==> src/rtl/ram_ctrl_pkg.sv <==
// Shared types and constants for the 16x8 RAM access controller.
// Used by ram_access_ctrl and its arbiter arb2.
package ram_ctrl_pkg;

  localparam int ADDR_W_DEF = 4;
  localparam int DATA_W_DEF = 8;

  localparam int REQ_CPU    = 0;
  localparam int REQ_LOADER = 1;

  typedef enum logic [1:0] {
    IDLE   = 2'd0,
    SETUP  = 2'd1,
    ACCESS = 2'd2,
    TURN   = 2'd3
  } state_t;

endpackage

==> src/rtl/arb2.sv <==
// Two-input arbiter: one-hot grant plus winner index.
// RAM_ACCESS_CTRL_RR_EN selects round-robin; otherwise the loader wins ties.
module arb2
  import ram_ctrl_pkg::*;
(
`ifdef RAM_ACCESS_CTRL_RR_EN
  input  logic       clk,
  input  logic       rst_n,
  input  logic       update,
`endif
  input  logic [1:0] req,
  output logic [1:0] gnt,
  output logic       idx
);

`ifdef RAM_ACCESS_CTRL_RR_EN
  // ptr_reg names the requester favoured on the next tie
  logic ptr_reg;

  always_ff @(posedge clk or negedge rst_n) begin
    if (!rst_n) begin
      ptr_reg <= 1'b0;
    end else if (update) begin
      ptr_reg <= ~idx;
    end
  end

  always_comb begin
    idx = (req == 2'b11) ? ptr_reg : req[REQ_LOADER];
  end
`else
  always_comb begin
    idx = req[REQ_LOADER];
  end
`endif

  always_comb begin
    gnt = 2'b00;
    if (|req) gnt[idx] = 1'b1;
  end

endmodule

==> src/rtl/ram_access_ctrl.sv <==
// Sequences CPU/loader accesses to the 16x8 RAM: IDLE -> SETUP -> ACCESS -> TURN.
// Arbitration mode set by RAM_ACCESS_CTRL_RR_EN (round-robin) or fixed loader priority.
module ram_access_ctrl
  import ram_ctrl_pkg::*;
#(
  parameter int ADDR_W = ADDR_W_DEF,
  parameter int DATA_W = DATA_W_DEF
) (
  input  logic              clk,
  input  logic              rst_n,
  input  logic [1:0]        req,
  input  logic [1:0]        we,
  input  logic [ADDR_W-1:0] addr0,
  input  logic [ADDR_W-1:0] addr1,
  input  logic [DATA_W-1:0] wdata0,
  input  logic [DATA_W-1:0] wdata1,
  output logic [1:0]        gnt,
  output logic [1:0]        done,
  output logic [DATA_W-1:0] rdata,
  output logic              busy,
  output logic [ADDR_W-1:0] ram_addr,
  output logic              ram_pc_in,
  output logic              ram_oe_n,
  output logic              ram_en,
  output logic [DATA_W-1:0] ram_bus_out,
  output logic              ram_bus_oe,
  input  logic [DATA_W-1:0] ram_bus_in
);

  state_t            state_reg;
  logic              owner_reg;
  logic              we_reg;
  logic [DATA_W-1:0] wdata_reg;

  logic [1:0]        arb_gnt;
  logic              arb_idx;
  logic              grant_make;

  assign grant_make = (state_reg == IDLE) && (|req);

  arb2 u_arb (
`ifdef RAM_ACCESS_CTRL_RR_EN
    .clk    (clk),
    .rst_n  (rst_n),
    .update (grant_make),
`endif
    .req    (req),
    .gnt    (arb_gnt),
    .idx    (arb_idx)
  );

  // Every RAM-facing output is set on the edge entering the state it belongs to
  always_ff @(posedge clk or negedge rst_n) begin
    if (!rst_n) begin
      state_reg   <= IDLE;
      owner_reg   <= 1'b0;
      we_reg      <= 1'b0;
      wdata_reg   <= '0;
      gnt         <= 2'b00;
      done        <= 2'b00;
      rdata       <= '0;
      busy        <= 1'b0;
      ram_addr    <= '0;
      ram_pc_in   <= 1'b0;
      ram_oe_n    <= 1'b1;
      ram_en      <= 1'b0;
      ram_bus_out <= '0;
      ram_bus_oe  <= 1'b0;
    end else begin
      case (state_reg)
        IDLE: begin
          if (grant_make) begin
            state_reg <= SETUP;
            owner_reg <= arb_idx;
            we_reg    <= we[arb_idx];
            wdata_reg <= arb_idx ? wdata1 : wdata0;
            ram_addr  <= arb_idx ? addr1 : addr0;
            ram_pc_in <= we[arb_idx];
            gnt       <= arb_gnt;
            busy      <= 1'b1;
          end
        end
        SETUP: begin
          state_reg <= ACCESS;
          if (we_reg) begin
            ram_en      <= 1'b1;
            ram_bus_oe  <= 1'b1;
            ram_bus_out <= wdata_reg;
          end else begin
            ram_oe_n <= 1'b0;
          end
        end
        ACCESS: begin
          state_reg  <= TURN;
          ram_en     <= 1'b0;
          ram_bus_oe <= 1'b0;
          ram_oe_n   <= 1'b1;
          if (!we_reg) rdata <= ram_bus_in;
          done[owner_reg] <= 1'b1;
        end
        TURN: begin
          state_reg <= IDLE;
          done      <= 2'b00;
          gnt       <= 2'b00;
          busy      <= 1'b0;
        end
        default: begin
          state_reg <= IDLE;
        end
      endcase
    end
  end

endmodule

==> config.mk <==
export PLATFORM = sky130hd
export DESIGN_NAME = ram_access_ctrl
export DESIGN_NICKNAME = d
export VERILOG_FILES = /design/src/rtl/ram_ctrl_pkg.sv /design/src/rtl/arb2.sv /design/src/rtl/ram_access_ctrl.sv
export SDC_FILE = /design/constraint.sdc
export NUM_CORES = 1
export LEC_CHECK = 0
export ABC_AREA = 1
export BUFFER_PORTS_ARGS = -buffer_cell sky130_fd_sc_hd__buf_2
export CELL_PAD_IN_SITES_DETAIL_PLACEMENT = 1
export CELL_PAD_IN_SITES_GLOBAL_PLACEMENT = 2
export CORE_UTILIZATION = 29
export CTS_CLUSTER_SIZE = 8
export DETAILED_ROUTE_END_ITERATION = 6
export PLACE_DENSITY = 0.92
export SETUP_SLACK_MARGIN = 0.05
export SKIP_LAST_GASP = 1
export SYNTH_ARGS = -nofsm -noshare
export SYNTH_HDL_FRONTEND = slang
export SYNTH_SLANG_ARGS = --single-unit
==> constraint.sdc <==
create_clock -name clk -period 4.39 [get_ports clk]
set_clock_uncertainty 0.15 [all_clocks]
set_input_delay 0.878 -clock clk [delete_from_list [all_inputs] [get_ports clk]]
set_output_delay 0.878 -clock clk [all_outputs]
set_load 0.01 [all_outputs]
* Word level (Yosys, flattened, before mapping)
Index checks and enable logic that the tools add are counted.
** Cells by class
- Reductions and logical operators :: 14
- Bitwise operators :: 2
- $lt $le $gt $ge :: 4
- Equality and inequality tests :: 6
- Multiplexer cells :: 20
** Operators with widths (count)
- 2-bit AND reduction :: 6
- 8-bit two-way mux :: 1
- 2-bit one-hot mux with 2 select lines :: 2
- 2-bit one-hot mux with 4 select lines :: 1
- 1-bit two-way mux :: 7
- 2-bit two-way mux :: 3
- 2-bit != test (second input constant) :: 3
- 1-bit one-hot mux with 2 select lines :: 3
- 2-bit nonzero test :: 3
- 2-bit == test (second input constant) :: 2
- 1-bit by 2-bit < comparator with 1-bit output (second input constant) :: 2
- 4-bit two-way mux :: 1
- 1-bit logical AND :: 3
- 1-bit demux with 1-bit select :: 2
- 2-bit by 1-bit == test with 1-bit output (second input constant) :: 1
- 1-bit greater-or-equal comparator (second input constant) :: 2
- 2-bit zero test :: 1
- 2-bit bitwise OR :: 1
- 2-bit OR reduction :: 1
- 1-bit inverter :: 1
** Word-level totals
- Word-level logic and storage cells :: 58
- Register bits :: 39
- Input bits :: 38
- Output and inout port bits :: 29

* Depth between registers and ports, before layout
- Word-level depth :: 7
- Mapped depth :: 8
- Depth with buffers taken out :: 6

* Cells and area by module
From an unflattened synthesis, not the netlist that was laid out.
** Second synthesis, totals
- Cells, all modules :: 239
- Area, all modules :: 1913.1 sq um
** Modules (own cells, without submodules)
- ram_access_ctrl :: sequential area each 977.2 sq um, cells each 235, area each 1894.3 sq um, times used 1
- arb2 :: sequential area each 0.0 sq um, cells each 4, area each 18.8 sq um, times used 1

* Worst setup path after synthesis
Ideal clock, no wire load.
- Path type :: in2reg
- Start :: input port req[1]
- End :: register ram_addr[0]
- Path slack :: 2.579 ns
- Library setup time :: 0.116 ns
- Data required time :: 4.124 ns
- Stages on the path :: 6
- Data arrival time :: 1.545 ns
- Buffers on the path :: 2
- Cells stage by stage :: buf_2 o21ai_4 inv_2 buf_6 nand2_1 nand2_1
** On the way
- Cells in the longest elaborated chain, start to end :: 3
- Elaborated cells between the ends (all ways) :: 4
- Those cells by class :: mux: 1; reduce/logical: 3
** Ends and longest elaborated chain
- start: declaration :: line ram_access_ctrl.sv:11 : input logic [1:0] req,
- 2-bit OR reduction :: line ram_access_ctrl.sv:39 : assign grant_make = (state_reg == IDLE) && (|req);
- 1-bit logical AND :: line ram_access_ctrl.sv:39
- 2-bit AND reduction (no source line)
- end signal: assignment :: line ram_access_ctrl.sv:77 : ram_addr <= arb_idx ? addr1 : addr0;
- end: declaration :: line ram_access_ctrl.sv:21 : output logic [ADDR_W-1:0] ram_addr,
Parallel ways exist; a longest one is shown, timed or not.
A chain may end at the register's enable or synchronous reset.

* Worst setup path after layout
- Start :: register ram_oe_n
- End :: output port ram_oe_n
** RTL lines
- start: declaration :: line ram_access_ctrl.sv:23 : output logic ram_oe_n,
- start signal: assignment :: line ram_access_ctrl.sv:65 : ram_oe_n <= 1'b1;
- start signal: assignment :: line ram_access_ctrl.sv:90 : ram_oe_n <= 1'b0;
- start signal: assignment :: line ram_access_ctrl.sv:97 : ram_oe_n <= 1'b1;
No word-level cell between the ends.

==> impl_metrics.env <==
export IMPL_root_buffer="clkbuf_8"
export IMPL_drt_initial_drc_count=43
export IMPL_grt_busiest_layer="met2"
export IMPL_p_per_area_nw_per_um2=664
export IMPL_ios=67
export IMPL_htree_num_levels=2
export IMPL_hold_slack_ns=0.328
export IMPL_cpLargestDelayFamily="flip-flops"
export IMPL_fin_cells=364
export IMPL_status="finished clean"
export IMPL_ir_worst_vdd_v=0.000241
export IMPL_fillCellCount=759
export IMPL_ys_types=21
export IMPL_routedWlPerCell_um=12.0
export IMPL_ys_seq_area_share_pct=52.7
export IMPL_max_freq_mhz=505
export IMPL_yosysWarnings=0
export IMPL_route_final_wire_length_um=4380
export IMPL_grt_max_degree=40
export IMPL_fin_nets=333
export IMPL_slowest_delay_ns=0.54
export IMPL_yosysTopAreaCell="dfrtp_1"
export IMPL_use_met1_pct=17.7
export IMPL_synthCells=224
export IMPL_synth_top_area_share_pct=51.3
export IMPL_grt_pass1_wl_um=7360
export IMPL_period_needed_ns=1.98
export IMPL_grt_overflow_total=0
export IMPL_ys_ff_latch=39
export IMPL_rsz0062_at_grt="false"
export IMPL_post_route_period_util_pct=45.1
export IMPL_path_class="flop to primary output"
export IMPL_yosys_top_cells_area="dfrtp_1 51%, nand2_1 23%, ha_1 4.1%"
export IMPL_cts_tree="built"
export IMPL_syn_area_per_cell_sq_um=8.27
export IMPL_ctsHoldBuffers=0
export IMPL_arrival_ns=0.95
export IMPL_min_path_cells=2
export IMPL_power_total_mw=1.52
export IMPL_crit_path_cell_trace="buf_2"
export IMPL_use_met3_pct=4.22
export IMPL_diodes=0
export IMPL_post_route_drc_count=0
export IMPL_met2_usage_pct=23.9
export IMPL_vias_per_cell=4.36
export IMPL_cts_inserted_buffers=5
export IMPL_syn2layout_area_growth_pct=23.7
export IMPL_worstPathMaxFanout=2
export IMPL_firstDrtPassIters=4
export IMPL_worstPathRequired_ns=3.36
export IMPL_setup_viol=0
export IMPL_die_area_sq_um=6710
export IMPL_route_vias_total=1588
export IMPL_layout_drive_gt1_share_pct=31.1
export IMPL_max_slew_margin_pct=42.8
export IMPL_r2r_cells=6
export IMPL_leakage_nw=1.36
export IMPL_cap_violations=0
export IMPL_slowest_stage="dfstp_2"
export IMPL_hold_violations=0
export IMPL_start_util_pct=30.8
export IMPL_core_sq_um=6030
export IMPL_final_cell_mix="116 x nand2_1, 66 x buf_2, 38 x dfrtp_1"
export IMPL_postCtsResizedCells=0
export IMPL_clk_path_buf_depth=2
export IMPL_mostFrequentLayoutCell="nand2_1"
export IMPL_rows=28
export IMPL_die_width_um=81.9
export IMPL_hold_path_class="flop to flop"
export IMPL_grt_pass1_vias=1620
export IMPL_cts_sinks=39
export IMPL_synth_area_sq_um=1850
export IMPL_post_cts_setup_buffer_count=0
export IMPL_drtAntennaViolNets=0
export IMPL_antenna_found_initial=0
export IMPL_place_hpwl_um=3380
export IMPL_portBuffers=66
export IMPL_place_congestion=0.717
export IMPL_critical_path_depth=1
export IMPL_dpl_cell_count=357
export IMPL_synth_nets=268
export IMPL_tightest_slew_ns=0.859
export IMPL_clk_latency_ns=0.29
export IMPL_timing_critical_path_buf_inv=1
export IMPL_path_clk_slew_ns=0.07
export IMPL_worst_setup_path_start_kind="flop"
export IMPL_grt_total_usage_pct=14.5
export IMPL_maxSlewViolCount=0
export IMPL_die_y_um=81.9
export IMPL_cp_end_kind="primary output"
export IMPL_setup_tns_ns=0
-- per-layer routing --
layer	part of all wire, %	routed length (um)
met4	1.8	80
met1	48	2080
met5	0	0
met3	5.5	239
met2	45	1980
-- cells by family after synthesis --
kind of cell	Yosys count	share of synthesized area, %
adder cells (fa/ha/maj)	6	4.05
AO/OA/AOI/OAI	17	6.82
buffers and inverters	27	7.76
AND/OR/NAND/NOR	135	28.6
flip-flops	39	52.7
-- power breakdown --
group / switching, mW / internal [mW]
registers: 0.105 / 0.537
clock network: 0.118 / 0.123
logic: 0.388 / 0.252
total: 0.611 / 0.912
-- per-stage QoR --
stage | cell area, sq um | setup WS [ns] | util [%]
after floorplan | 1850 | 2.58 | -
after global placement | 2200 | 2.25 | 36.6
after detailed placement | 2200 | 2.17 | 36.6
after CTS | 2290 | 2.40 | 38.0
after global routing | 2290 | 2.32 | 38.0
final | 2290 | 2.41 | 38.0
-- final cells by class --
cell class	count	area (sq um)	area share, %
Multi-Input combinational cell	158	732	31.9
Clock buffer	6	82.6	3.60
Timing Repair Buffer	66	330	14.4
Clock inverter	1	5.00	0.218
Sequential cell	39	977	42.6
Tap cell	75	93.8	4.09
Inverter	19	71.3	3.11
-- worst paths after layout --
path                                             from                         end  slack [ns]
min reg2reg                ram_bus_out[7]$_DFFE_PN0P_  ram_bus_out[7]$_DFFE_PN0P_        0.33
max                              ram_oe_n$_DFFE_PN1P_                    ram_oe_n        2.41
min                        ram_bus_out[7]$_DFFE_PN0P_  ram_bus_out[7]$_DFFE_PN0P_        0.33
max in group asynchronous                       rst_n          gnt[0]$_DFFE_PN0P_        3.00
max reg2reg                  state_reg[0]$_DFFE_PN0P_        rdata[1]$_DFFE_PN0P_        2.49
min in group asynchronous                       rst_n        rdata[0]$_DFFE_PN0P_        0.55
-- Yosys cell counts (all sizes together) --
library cell    n
inv            18
buf             8
o21ai          16
a21oi           1
nand3           7
dfrtp          38
ha              6
nand2         119
or2             2
clkinv          1
dfstp           1
nor2            6
nand4           1
Power figures use the tool's default switching activity.
